===== src/rtl/bp_pkg.sv =====
// Shared types and constants for the branch prediction unit.
package bp_pkg;

  // 2-bit saturating direction counter states
  typedef enum logic [1:0] {
    SNT = 2'b00,
    WNT = 2'b01,
    WT  = 2'b10,
    ST  = 2'b11
  } ctr_t;

  localparam ctr_t CTR_RESET = WNT;
  localparam ctr_t CTR_ALLOC = WT;

  // Address-mode selectors carried over from the branch-address calculator
  localparam logic PC = 1'b0;
  localparam logic RD = 1'b1;

endpackage


===== src/rtl/bp_sat_counter.sv =====
// Combinational next-state function of a 2-bit saturating direction counter.
module bp_sat_counter
  import bp_pkg::*;
(
  input  ctr_t ctr_in,
  input  logic taken,
  output ctr_t ctr_out
);

  // Step toward ST on taken, toward SNT on not-taken, holding at the ends
  always_comb begin
    ctr_out = ctr_in;
    unique case (ctr_in)
      SNT: ctr_out = taken ? WNT : SNT;
      WNT: ctr_out = taken ? WT  : SNT;
      WT:  ctr_out = taken ? ST  : WNT;
      ST:  ctr_out = taken ? ST  : WT;
      default: ctr_out = ctr_in;
    endcase
  end

endmodule


===== src/rtl/branch_predict_unit.sv =====
// Direct-mapped BTB with 2-bit direction counters: zero-latency fetch lookup,
// execute-stage training and mispredict detection.
module branch_predict_unit
  import bp_pkg::*;
#(
  parameter int unsigned WordSize  = 32,
  parameter int unsigned Entries   = 16,
  parameter int unsigned InstBytes = 4
) (
  input  logic                clk,
  input  logic                rstn,
  input  logic [WordSize-1:0] fetch_pc,
  output logic                pred_taken,
  output logic [WordSize-1:0] pred_target,
  output logic [WordSize-1:0] pred_npc,
  input  logic                upd_valid,
  input  logic [WordSize-1:0] upd_pc,
  input  logic                upd_taken,
  input  logic [WordSize-1:0] upd_target,
  output logic                mispredict
);

  localparam int unsigned IdxBits = $clog2(Entries);
  localparam int unsigned OffBits = $clog2(InstBytes);
  localparam int unsigned TagBits = WordSize - OffBits - IdxBits;

  logic [Entries-1:0]  r_valid;
  logic [TagBits-1:0]  r_tag    [Entries];
  logic [WordSize-1:0] r_target [Entries];
  ctr_t                r_ctr    [Entries];

  logic [IdxBits-1:0]  w_f_idx;
  logic [TagBits-1:0]  w_f_tag;
  logic                w_f_hit;
  logic                w_f_taken;

  logic [IdxBits-1:0]  w_u_idx;
  logic [TagBits-1:0]  w_u_tag;
  logic                w_u_hit;
  logic                w_u_taken;
  logic [WordSize-1:0] w_u_target;
  ctr_t                w_u_ctr;
  ctr_t                w_ctr_next;

  assign w_f_idx = fetch_pc[OffBits +: IdxBits];
  assign w_f_tag = fetch_pc[WordSize-1 -: TagBits];
  assign w_u_idx = upd_pc[OffBits +: IdxBits];
  assign w_u_tag = upd_pc[WordSize-1 -: TagBits];

  // Byte-offset bits of the update PC never select anything
  if (OffBits > 0) begin : g_off
    logic w_unused_upd_off;
    assign w_unused_upd_off = ^upd_pc[OffBits-1:0];
  end

  // Fetch-side lookup; reads pre-update contents, no bypass
  always_comb begin
    w_f_hit     = r_valid[w_f_idx] && (r_tag[w_f_idx] == w_f_tag);
    w_f_taken   = w_f_hit && r_ctr[w_f_idx][1];
    pred_taken  = w_f_taken;
    pred_target = w_f_hit ? r_target[w_f_idx] : '0;
    pred_npc    = w_f_taken ? r_target[w_f_idx] : fetch_pc + WordSize'(InstBytes);
  end

  // Execute-side lookup and mispredict flag; held low while in reset
  always_comb begin
    w_u_hit    = r_valid[w_u_idx] && (r_tag[w_u_idx] == w_u_tag);
    w_u_ctr    = r_ctr[w_u_idx];
    w_u_taken  = w_u_hit && w_u_ctr[1];
    w_u_target = w_u_hit ? r_target[w_u_idx] : '0;
    mispredict = rstn && upd_valid &&
                 ((w_u_taken != upd_taken) || (upd_taken && (w_u_target != upd_target)));
  end

  bp_sat_counter u_ctr (
    .ctr_in  (w_u_ctr),
    .taken   (upd_taken),
    .ctr_out (w_ctr_next)
  );

  // Train on resolved branches: adjust counter on hit, allocate on taken miss
  always_ff @(posedge clk or negedge rstn) begin
    if (!rstn) begin
      r_valid <= '0;
      for (int unsigned i = 0; i < Entries; i++) begin
        r_tag[i]    <= '0;
        r_target[i] <= '0;
        r_ctr[i]    <= CTR_RESET;
      end
    end else if (upd_valid) begin
      if (w_u_hit) begin
        r_ctr[w_u_idx] <= w_ctr_next;
        if (upd_taken) r_target[w_u_idx] <= upd_target;
      end else if (upd_taken) begin
        r_valid[w_u_idx]  <= 1'b1;
        r_tag[w_u_idx]    <= w_u_tag;
        r_target[w_u_idx] <= upd_target;
        r_ctr[w_u_idx]    <= CTR_ALLOC;
      end
    end
  end

endmodule


===== config.mk =====
export PLATFORM = sky130hd
export DESIGN_NAME = branch_predict_unit
export DESIGN_NICKNAME = d
export VERILOG_FILES = /design/src/rtl/bp_pkg.sv /design/src/rtl/bp_sat_counter.sv /design/src/rtl/branch_predict_unit.sv
export SDC_FILE = /design/constraint.sdc
export NUM_CORES = 2
export LEC_CHECK = 0
export CAP_MARGIN = 20
export CORE_MARGIN = 4
export CORE_UTILIZATION = 30
export DETAILED_ROUTE_END_ITERATION = 16
export GPL_TIMING_DRIVEN = 0
export MAX_ROUTING_LAYER = met4
export PLACE_DENSITY = 0.57
export RECOVER_POWER = 25
export SLEW_MARGIN = 20
export SYNTH_ARGS = -nofsm -noshare
export SYNTH_HDL_FRONTEND = slang
export SYNTH_HIERARCHICAL = 1
export SYNTH_SLANG_ARGS = --single-unit

===== constraint.sdc =====
create_clock -name clk -period 4.9 [get_ports clk]
set_input_delay 0.735 -clock clk [delete_from_list [all_inputs] [get_ports clk]]
set_output_delay 0.735 -clock clk [all_outputs]
set_load 0.1 [all_outputs]

==> key figures <==
Worst setup path
  • Critical path startpoint category: input pin
  • R2r worst-path depth: 13
  • Max FO, Critical Path: 7
  • Arr. time, crit path: 4.48 ns
  • WP data required: 4.16 ns
  • Kind of critical path: in -> out
  • Worst R2R Setup Slack: 0.96 ns
  • CP endpoint kind: primary output

Die
  • Die X: 434 µm
  • Starting Density: 0.301
  • Number of core rows: 156
  • Full die area: 188,000 µm²
  • Placeable Area: 181,000 µm²
  • Die Y: 434 µm
  • I/O pin count: 166

Routing
  • DRT antenna net count: 0
  • Vias/cell: 5.75
  • Initial drt markers: 3,787
  • Vias: 36,900
  • Per-cell routed wire length: 33.9 µm
  • Overall routed net length: 218,000 µm
  • DRC: 0
  • Pre-antenna DRT Iters: 5

Logic synthesis
  • Syn Inst Count: 3,608
  • Post-synth EDFFs: 0
  • Sequential element share of the synthesized area: 0.449
  • Most common flop cell mapped by yosys: dfrtp_1
  • Unique masters post-synth: 79
  • Syn Area/Cell: 15.1 µm²
  • Async SR Flop Fraction: 1.00
  • Mapped cell area: 54,400 µm²
  • Syn. warnings: 6
  • Net Count, Synth: 3,709
  • FF+latch count, synth: 976

CTS
  • Num CTS Buffers: 105
  • Worst-path clk slew: 0.07 ns
  • H-tree Lvls: 3
  • TritonCTS clock tree: yes
  • Clock Path Buffers: 3
  • Worst skew pair latency: 0.73 ns
  • Clock sink count: 976
  • Root buffer cell: clkbuf_16

Cells and area
  • Layout cell share with drive strength beyond 1: 0.557
  • Final Instance Count excl. Fillers: 6,420
  • Nets: 4,048
  • Commonest non-fill, non-tap cells in the layout: dfrtp_1, mux2_2, mux4_2
  • Area growth syn-to-layout: 23.1%
  • Fillers: 17,000
  • Most common cell after layout, fill and taps aside: dfrtp_1
  • Fin util: 0.371

STA
  • Peak Freq: 192 MHz
  • Fin worst setup slack: -0.316 ns
  • Clock Skew: 0.0241 ns
  • Worst Max-Slew Pin Slew: 3.34 ns
  • Post-layout min period: 5.22 ns
  • Unrepaired setup endpoints after global routing: true
  • Fin crit share: 1.06
  • Worst slew margin: -1.23
  • Setup Viol. Count Final: 53
  • Max Transition Viols Final: 257
  • Fin. Hold Viols: 0

GRT
  • Pin count of the biggest net entering global routing: 139
  • Tot GR Track Use: 0.235
  • Congestion Overflow GR: 0
  • First-pass GRT wire length: 301,000 µm
  • Initial antenna violation count: 20
  • Vias in the first global route: 37,600

Hold path
  • Worst hold-check path type: in -> reg
  • Hold Crit Depth: 2

Power
  • Leakage Power: 28.1 nW
  • Pwr dens: 390 nW/µm²
  • Worst VDD drop: 294 µV
  • Power consumption: 26.2 mW

Placed design
  • Buffers on Ports: 118
  • Post-DP HPWL: 148,000 µm
  • Routability congestion estimate: 0.922
  • Dpl cells: 6,112

Run status
  • Failing checks: capacitance limit, slew limit, setup timing
  • Status: finished, violations left

Flow run
  • Max Cap Viol: 2
==> metal layers <==
metal / part of all wire / vias to the layer above / track usage
met4: 0.067 / 0 / 0.132
li1: - / 14600 / -
met5: 0 / - / -
met2: 0.47 / 1729 / 0.364
met1: 0.39 / 20100 / 0.289
met3: 0.075 / 519 / 0.0461
==> cell families (layout without fill, tap and decap cells) <==
group	Yosys count	count (layout)	synth area share
xor gates and xnor gates	100	100	0.0161
other	0	13	0
muxes	1611	1611	0.439
AOI/OAI and AO/OA	189	189	0.0237
buffers and inverters	388	816	0.0365
adders and majority gates	3	3	0.000644
and+or+nand+nor	341	342	0.0353
DFF	976	976	0.449
==> final timing paths <==
path,from,endpoint
max,fetch_pc[2],pred_npc[3]
min,upd_target[29],r_target[381]
max reg2reg,r_tag[136],r_tag[351]
min reg2reg,r_ctr[6],r_ctr[6]
max in group asynchronous,rstn,r_tag[270]
min in group asynchronous,rstn,r_target[484]
==> power breakdown <==
group          internal [mW]  switching, mW  total [mW]
Clock                   5.32           3.58        8.90
Sequential              9.67           1.17        10.8
Combinational           3.53           2.88        6.40
Total                   18.5           7.63        26.2
==> cells in the mapped netlist, drive strengths merged (3+ instances only) <==
cell | count | area share
o211ai | 6 | 0.0012
xnor2 | 62 | 0.010
clkbuf | 178 | 0.012
nor3 | 12 | 0.0012
a21oi | 13 | 0.0012
buf | 185 | 0.022
xor2 | 38 | 0.0061
or3 | 4 | 0.00055
a31oi | 9 | 0.0010
a221oi | 14 | 0.0025
o32ai | 3 | 0.00048
inv | 24 | 0.0017
mux4 | 521 | 0.22
nand2b | 23 | 0.0026
o22ai | 10 | 0.0011
nor2b | 5 | 0.00057
or2 | 4 | 0.00046
a22o | 7 | 0.0011
nand2 | 110 | 0.010
a22oi | 32 | 0.0044
dfstp | 16 | 0.0077
o21ai | 64 | 0.0059
nand3b | 6 | 0.00083
nor2 | 69 | 0.0058
a21o | 6 | 0.00083
dfrtp | 960 | 0.44
nand3 | 30 | 0.0031
and2 | 4 | 0.00046
nand4 | 16 | 0.0020
nor4 | 6 | 0.00080
o2111ai | 4 | 0.00064
mux2 | 955 | 0.20
a211oi | 7 | 0.00097
and3 | 41 | 0.0047
mux2i | 135 | 0.025
==> registers in the layout, indices dropped and copies added (netlist names) <==
name,count
r_tag,416
r_ctr,32
r_target,512
r_valid,16
==> worst max-delay path, cell delays in order <==
cell and delay [ns]:
buf_12 0.11, buf_16 0.18, buf_16 0.16, mux4_2 0.52, mux4_2 0.64, xnor2_2 0.19
nand4_1 0.33, nor4_4 0.30, buf_4 0.20, and3_4 0.20, buf_12 0.17, buf_16 0.17
mux2_4 0.33, buf_12 0.17
==> stage by stage <==
step / area (µm²) / hold slack [ns] / setup slack (ns) / TNS (ns)
2_1_floorplan: 54500 / 0.439 / -0.408 / -3.04
5_1_grt: 67000 / 0.405 / -0.313 / -50.64
4_1_cts: 66400 / 0.374 / -0.250 / -5.33
6_report: 67000 / 0.431 / -0.316 / -8.51
3_5_place_dp: 59100 / 0.453 / -3.47 / -588.46
3_3_place_gp: 58700 / 0.454 / -42.96 / -
==> repair_timing <==
| item | CTS | global route |
|---|---|---|
| gates resized for setup | 1073 | 99 |
| hold endpoints to repair | 54 | 0 |
| setup endpoints to repair | 371 | 66 |
| hold buffers | 1 | 0 |
| setup buffers | 77 | 16 |
| cloned | 7 | 4 |
| pin swaps | 58 | 24 |
==> layout make-up <==
type                    instances  area, µm²  area share
well taps                    2370       2970      0.0443
plain buffers                 358       3300      0.0493
diodes                         13       32.5    0.000486
inverters                      25       95.1     0.00142
repair buffers                236       3030      0.0452
multi-input cells            2245      29300       0.438
flip-flops and latches        976      24400       0.365
clock inverters                45        727      0.0109
clock buffers                 152       3090      0.0461
Note: power is estimated with default switching activity, not from simulation.
